[config.mk]
export PLATFORM = sky130hd
export DESIGN_NAME = tmds_channel_encoder
export DESIGN_NICKNAME = d
export VERILOG_FILES = /design/src/rtl/tmds_channel_encoder.sv
export SDC_FILE = /design/constraint.sdc
export NUM_CORES = 1
export LEC_CHECK = 0
export ABC_AREA = 1
export BUFFER_PORTS_ARGS = -buffer_cell sky130_fd_sc_hd__buf_2
export CORE_ASPECT_RATIO = 0.5
export CORE_UTILIZATION = 53
export DETAILED_ROUTE_END_ITERATION = 16
export GPL_TIMING_DRIVEN = 0
export PLACE_DENSITY = 0.74
export SLEW_MARGIN = 10
export SYNTH_ARGS = -nofsm -noshare
export SYNTH_HDL_FRONTEND = slang
export SYNTH_SLANG_ARGS = --single-unit
[constraint.sdc]
create_clock -name clk -period 6.3 [get_ports clk]
set_clock_uncertainty 0.1 [all_clocks]
set_input_delay 0 -clock clk [delete_from_list [all_inputs] [get_ports clk]]
set_output_delay 0 -clock clk [all_outputs]
set_load 0.005 [all_outputs]
[src/rtl/tmds_channel_encoder.sv]
// tmds_channel_encoder
//   Single-lane DVI/HDMI TMDS encoder. It turns one 8-bit pixel (or 2-bit
//   control word) into a 10-bit DC-balanced symbol every enabled pixel clock.
//   There are two register stages:
//     stage 1 : q_m transition-minimised word, with de/ctrl delayed alongside
//     stage 2 : DC balancing against the running disparity, plus control codes
//
//   Parameter
//     INVERT_OUT : 1 = invert all 10 tmds bits, for a board-level P/N swap.
//                  The inversion is applied after encoding, so disparity
//                  tracking is unaffected.
//   Optional build macro
//     TMDS_TERC4_EN : adds the island/aux inputs and TERC4 data-island
//                     symbols. Priority is de > island > control.
//   Ports
//     clk    in   pixel clock
//     reset  in   synchronous, active-high; overrides ce
//     ce     in   clock enable; 0 holds every register
//     de     in   display enable (1 = video period)
//     data   in   [7:0] pixel byte
//     ctrl   in   [1:0] {C1,C0}
//     island in   (TMDS_TERC4_EN) data-island period
//     aux    in   [3:0] (TMDS_TERC4_EN) TERC4 nibble
//     tmds   out  [9:0] encoded symbol, bit 0 is transmitted first
//     disp   out  [4:0] signed running disparity after the current symbol
module tmds_channel_encoder #(
   parameter bit INVERT_OUT = 1'b0
) (
   input  logic              clk,
   input  logic              reset,
   input  logic              ce,
   input  logic              de,
   input  logic [7:0]        data,
   input  logic [1:0]        ctrl,
`ifdef TMDS_TERC4_EN
   input  logic              island,
   input  logic [3:0]        aux,
`endif
   output logic [9:0]        tmds,
   output logic signed [4:0] disp
);

   localparam logic [9:0] CTRL_00 = 10'b1101010100;
   localparam logic [9:0] INV_MASK = {10{INVERT_OUT}};

   // stage 1 registers
   logic [8:0]        r_qm;
   logic              r_de;
   logic [1:0]        r_ctrl;
`ifdef TMDS_TERC4_EN
   logic              r_island;
   logic [3:0]        r_aux;
`endif
   // stage 2 registers
   logic [9:0]        r_tmds;
   logic signed [4:0] r_cnt;

   // stage 1 combinational: popcount and XOR/XNOR chain
   logic [3:0]        w_n1d;
   logic              w_use_xnor;
   logic [8:0]        w_qm;

   always_comb begin
      logic v_acc;
      w_n1d = '0;
      for (int i = 0; i < 8; i++) w_n1d = w_n1d + {3'b000, data[i]};
      // The tie case (four ones) is broken on data[0] so the choice is deterministic.
      w_use_xnor = (w_n1d > 4'd4) || ((w_n1d == 4'd4) && !data[0]);
      v_acc   = data[0];
      w_qm[0] = v_acc;
      for (int i = 1; i < 8; i++) begin
         v_acc   = w_use_xnor ? ~(v_acc ^ data[i]) : (v_acc ^ data[i]);
         w_qm[i] = v_acc;
      end
      w_qm[8] = ~w_use_xnor;
   end

   // stage 2 combinational: balance of q_m[7:0] as (ones - zeros) = 2*n1q - 8
   logic [3:0]        w_n1q;
   logic signed [4:0] w_bal;
   logic signed [4:0] w_two_q;
   logic signed [4:0] w_two_nq;
   logic              w_cnt_pos, w_cnt_neg, w_bal_pos, w_bal_neg;
   logic [9:0]        w_sym;
   logic signed [4:0] w_cnt_nxt;

   always_comb begin
      w_n1q = '0;
      for (int i = 0; i < 8; i++) w_n1q = w_n1q + {3'b000, r_qm[i]};
   end

   // 2*8 wraps to -16 in 5 bits, and subtracting 8 wraps back to +8, so the
   // 5-bit result is exact over the whole range -8..+8.
   assign w_bal     = $signed({w_n1q, 1'b0}) - 5'sd8;
   assign w_two_q   = r_qm[8] ? 5'sd2 : 5'sd0;
   assign w_two_nq  = r_qm[8] ? 5'sd0 : 5'sd2;
   assign w_cnt_neg = r_cnt[4];
   assign w_cnt_pos = !r_cnt[4] && (r_cnt != 5'sd0);
   assign w_bal_neg = w_bal[4];
   assign w_bal_pos = !w_bal[4] && (w_bal != 5'sd0);

   // The encoding keeps |cnt| <= 10, so the 5-bit signed counter cannot
   // overflow and no saturation is needed.
   always_comb begin
      w_sym     = CTRL_00;
      w_cnt_nxt = 5'sd0;
      if (r_de) begin
         if ((r_cnt == 5'sd0) || (w_bal == 5'sd0)) begin
            w_sym     = {~r_qm[8], r_qm[8], (r_qm[8] ? r_qm[7:0] : ~r_qm[7:0])};
            w_cnt_nxt = r_qm[8] ? (r_cnt + w_bal) : (r_cnt - w_bal);
         end else if ((w_cnt_pos && w_bal_pos) || (w_cnt_neg && w_bal_neg)) begin
            w_sym     = {1'b1, r_qm[8], ~r_qm[7:0]};
            w_cnt_nxt = r_cnt + w_two_q - w_bal;
         end else begin
            w_sym     = {1'b0, r_qm[8], r_qm[7:0]};
            w_cnt_nxt = r_cnt + w_bal - w_two_nq;
         end
      end
`ifdef TMDS_TERC4_EN
      else if (r_island) begin
         case (r_aux)
            4'h0:    w_sym = 10'b1010011100;
            4'h1:    w_sym = 10'b1001100011;
            4'h2:    w_sym = 10'b1011100100;
            4'h3:    w_sym = 10'b1011100010;
            4'h4:    w_sym = 10'b0101110001;
            4'h5:    w_sym = 10'b0100011110;
            4'h6:    w_sym = 10'b0110001110;
            4'h7:    w_sym = 10'b0100111100;
            4'h8:    w_sym = 10'b1011001100;
            4'h9:    w_sym = 10'b0100111001;
            4'hA:    w_sym = 10'b0110011100;
            4'hB:    w_sym = 10'b1011000110;
            4'hC:    w_sym = 10'b1010001110;
            4'hD:    w_sym = 10'b1001110001;
            4'hE:    w_sym = 10'b0101100011;
            default: w_sym = 10'b1011000011;
         endcase
      end
`endif
      else begin
         case (r_ctrl)
            2'b00:   w_sym = 10'b1101010100;
            2'b01:   w_sym = 10'b0010101011;
            2'b10:   w_sym = 10'b0101010100;
            default: w_sym = 10'b1010101011;
         endcase
      end
   end

   always_ff @(posedge clk) begin
      if (reset) begin
         r_qm     <= '0;
         r_de     <= 1'b0;
         r_ctrl   <= 2'b00;
`ifdef TMDS_TERC4_EN
         r_island <= 1'b0;
         r_aux    <= '0;
`endif
         r_tmds   <= CTRL_00 ^ INV_MASK;
         r_cnt    <= 5'sd0;
      end else if (ce) begin
         r_qm     <= w_qm;
         r_de     <= de;
         r_ctrl   <= ctrl;
`ifdef TMDS_TERC4_EN
         r_island <= island;
         r_aux    <= aux;
`endif
         r_tmds   <= w_sym ^ INV_MASK;
         r_cnt    <= w_cnt_nxt;
      end
   end

   assign tmds = r_tmds;
   assign disp = r_cnt;

endmodule

==> results.py <==
metrics = {
    "synthesis": {
        "synthDominantCellAreaShare_pct": 23.2,
        "synth.distinct_cells": 28,
        "netlist_area_um2": 2240,
        "ys_warn_count": 0,
        "syn_area_per_cell_um2": 7.36,
        "synth_nets": 355,
        "postSynthCellCount": 305,
        "yosysTopAreaCell": "dfxtp_1",
        "synth.area.top_cells": "dfxtp_1 (23%), ha_1 (13%), fa_1 (12%)",
        "ys_seq_area_share_pct": 23.2,
        "synth-seq-cells": 26,
    },
    "power": {
        "p_sw_share_pct": 46.3,
        "seqPwrFrac_pct": 23.1,
        "powerDensity_nw_per_um2": 340,
        "p_total_uw": 871,
        "p_switching_uw": 403,
        "pwr-share-comb_pct": 64.2,
        "ir_drop_v": 0.000112,
        "pwr-share-clk_pct": 12.7,
        "internal_power_uw": 467,
        "p_leak_nw": 1.29,
    },
    "cts": {
        "ctsHoldBuffers": 6,
        "cts-root-buf": "clkbuf_8",
        "htree_levels": 1,
        "cts_tree": "done",
        "clockBufferDepth": 2,
        "cts_made_buffers": 3,
        "clk_latency_ps": 280,
        "clkTransAtPathRegs_ps": 90,
        "clock-sinks": 26,
        "cts_setup_buffers": 0,
        "cts-resized-gates": 0,
    },
    "worst_setup_path": {
        "max_stage_delay_ps": 550,
        "crit_type": "flip-flop to flip-flop",
        "slowest_stage": "fa_1",
        "path_cells": "fa_1 > inv_1 > fa_1 > fa_1 > inv_1 > ha_1 > fa_1 > xnor2_1 > inv_1 > ha_1 > ha_1 > inv_1 > nand2_2 > o21ai_4 > inv_6 > or2_0 > nand3_1 > a21oi_1",
        "cp-end-kind": "flip-flop",
        "cp-start-kind": "flip-flop",
        "arrival_ps": 4690,
        "crit_fanout": 10,
        "crit_required_ps": 6340,
        "worst_r2r_path_depth": 18,
    },
    "sta": {
        "slew_headroom_pct": 56.9,
        "setup_violations": 0,
        "totalNegativeSetupSlack_ps": 0,
        "rsz0062_at_grt": "false",
        "worst_slew_pin_slew_ps": 641,
        "period_minus_slack_ps": 4650,
        "fmax_ghz": 0.215,
        "slew_viol_final": 0,
        "hold_viol": 0,
        "finalCritPeriodShare_pct": 73.9,
    },
    "routing": {
        "drt-pass1-iter-count": 5,
        "wire_per_inst_um": 12.0,
        "drtIter0Drc": 63,
        "vias": 2037,
        "drt-total-wl_mm": 4.74,
        "post-route-drc-count": 0,
        "routed_via_density": 5.16,
        "postRouteAntennaNets": 0,
    },
    "finish": {
        "nets": 392,
        "syn2layout_area_growth_pct": 13.9,
        "final_layout_size_suffix_gt1_share_pct": 13.8,
        "antenna_cells": 0,
    },
    "floorplan": {
        "die-area_um2": 4520,
        "die_h_um": 48.0,
        "rows": 16,
        "die_x_um": 94.0,
        "ioPinCount": 29,
        "start_util_pct": 56.3,
        "design.core.area_um2": 3980,
    },
    "hold_path": {
        "hold_class": "primary input to flip-flop",
        "whs_path_depth": 2,
    },
    "global_routing": {
        "grt_max_degree": 15,
        "grt_overflow_total": 0,
        "grt_pass1_wl_mm": 7.57,
        "grt_pass1_vias": 1775,
        "track_usage_pct": 22.2,
        "antenna_found_initial": 0,
    },
    "placement": {
        "gp_congestion": 0.869,
        "port_buffers": 26,
        "hpwl_mm": 3.80,
    },
    "status": {
        "status": "completed",
    },
    "job": {
        "drv_cap": 0,
    },
}
[state kept, by name, summed over array words and instances, names as in the netlist]
name / count
disp: 4
r_ctrl: 2
r_qm: 9
r_de: 1
tmds: 10
[per-layer routing]
| metal | GRT usage (%) | vias to the layer above | wire (um) |
|---|---|---|---|
| met5 | 0 | - | 0 |
| met4 | 4.62 | 0 | 40 |
| met3 | 2.86 | 4 | 122 |
| met2 | 43.4 | 29 | 2370 |
| met1 | 27.4 | 948 | 2210 |
| li1 | - | 1056 | - |
[power by group through the flow]
stage	logic (mW)	clock network [mW]	registers, mW
final	0.559	0.111	0.201
after global routing	0.645	0.119	0.204
after CTS	0.559	0.112	0.201
after detailed placement	0.550	0	0.205
after global placement	0.527	0	0.204
after floorplan	0.431	0	0.202
[layout by cell type (no fill, tap or decap), drive strengths merged, types with 6 or more instances in the layout]
master | synthesis | routed
o21ai | 28 | 28
dfxtp | 26 | 26
buf | 1 | 27
nor2 | 9 | 9
fa | 13 | 13
dlygate4sd3 | 0 | 6
a21oi | 29 | 29
clkbuf | 6 | 10
nand2 | 51 | 51
inv | 61 | 61
ha | 23 | 23
nand3 | 34 | 34
[cell type report]
class	count	area, um^2
buffer	7	30.0
inverter	61	234
multi-input combinational	211	1460
sequential	26	520
timing repair buffer	32	190
tap	54	67.6
clock buffer	4	55.1
fill	357	1430
[cells in the mapped netlist, drive strengths merged]
cell and instances:
clkbuf 6, conb 1, o21ai 28, inv 61, a221o 1, o31ai 1, ha 23, xor2 4
xnor2 4, o21ba 1, nand2 51, o221ai 1, fa 13, or2 5, nand3b 1, o211ai 5
dfxtp 26, buf 1, nand3 34, nor2 9, a21oi 29
[kinds of logic (layout without fill, tap and decap cells)]
group,count (synthesis),count (layout),synth area share [%]
AOI/OAI and AO/OA,66,66,17.0
xor gates and xnor gates,8,8,3.12
adders and majority gates,36,36,24.4
buffers and inverters,68,104,11.8
DFF,26,26,23.2
other,1,1,0.167
and+or+nand+nor,100,100,20.3
[critical path: cells and delay by family, from the launching register on]
kind                       cells  cell delay [ps]
AOI/OAI and AO/OA              2              390
xor gates and xnor gates       1              320
adders and majority gates      7             2580
buffers and inverters          5              350
DFF                            1              360
and+or+nand+nor                3              410
[stage by stage]
step / util (%) / cell area (um^2) / cells / setup slack, ps / hold WS (ps)
finish: 64.2 / 2560 / 395 / 1650 / 29.6
global route: 64.2 / 2560 / 395 / 1420 / 68.9
CTS: 64.2 / 2560 / 395 / 1650 / 31.2
detailed placement: 61.3 / 2440 / 385 / 1670 / 198
global placement: 61.3 / 2440 / 385 / 1700 / 184
floorplan: - / 2240 / 305 / 2010 / 80.1
[final timing paths]
kind / startpoint / end / slack, ps
max: r_qm[0] / tmds[3] / 1650
min reg2reg: tmds[6] / tmds[6] / 390
min: reset / disp[2] / 30
max reg2reg: r_qm[0] / tmds[3] / 1650
Power figures use the tool's default switching activity.
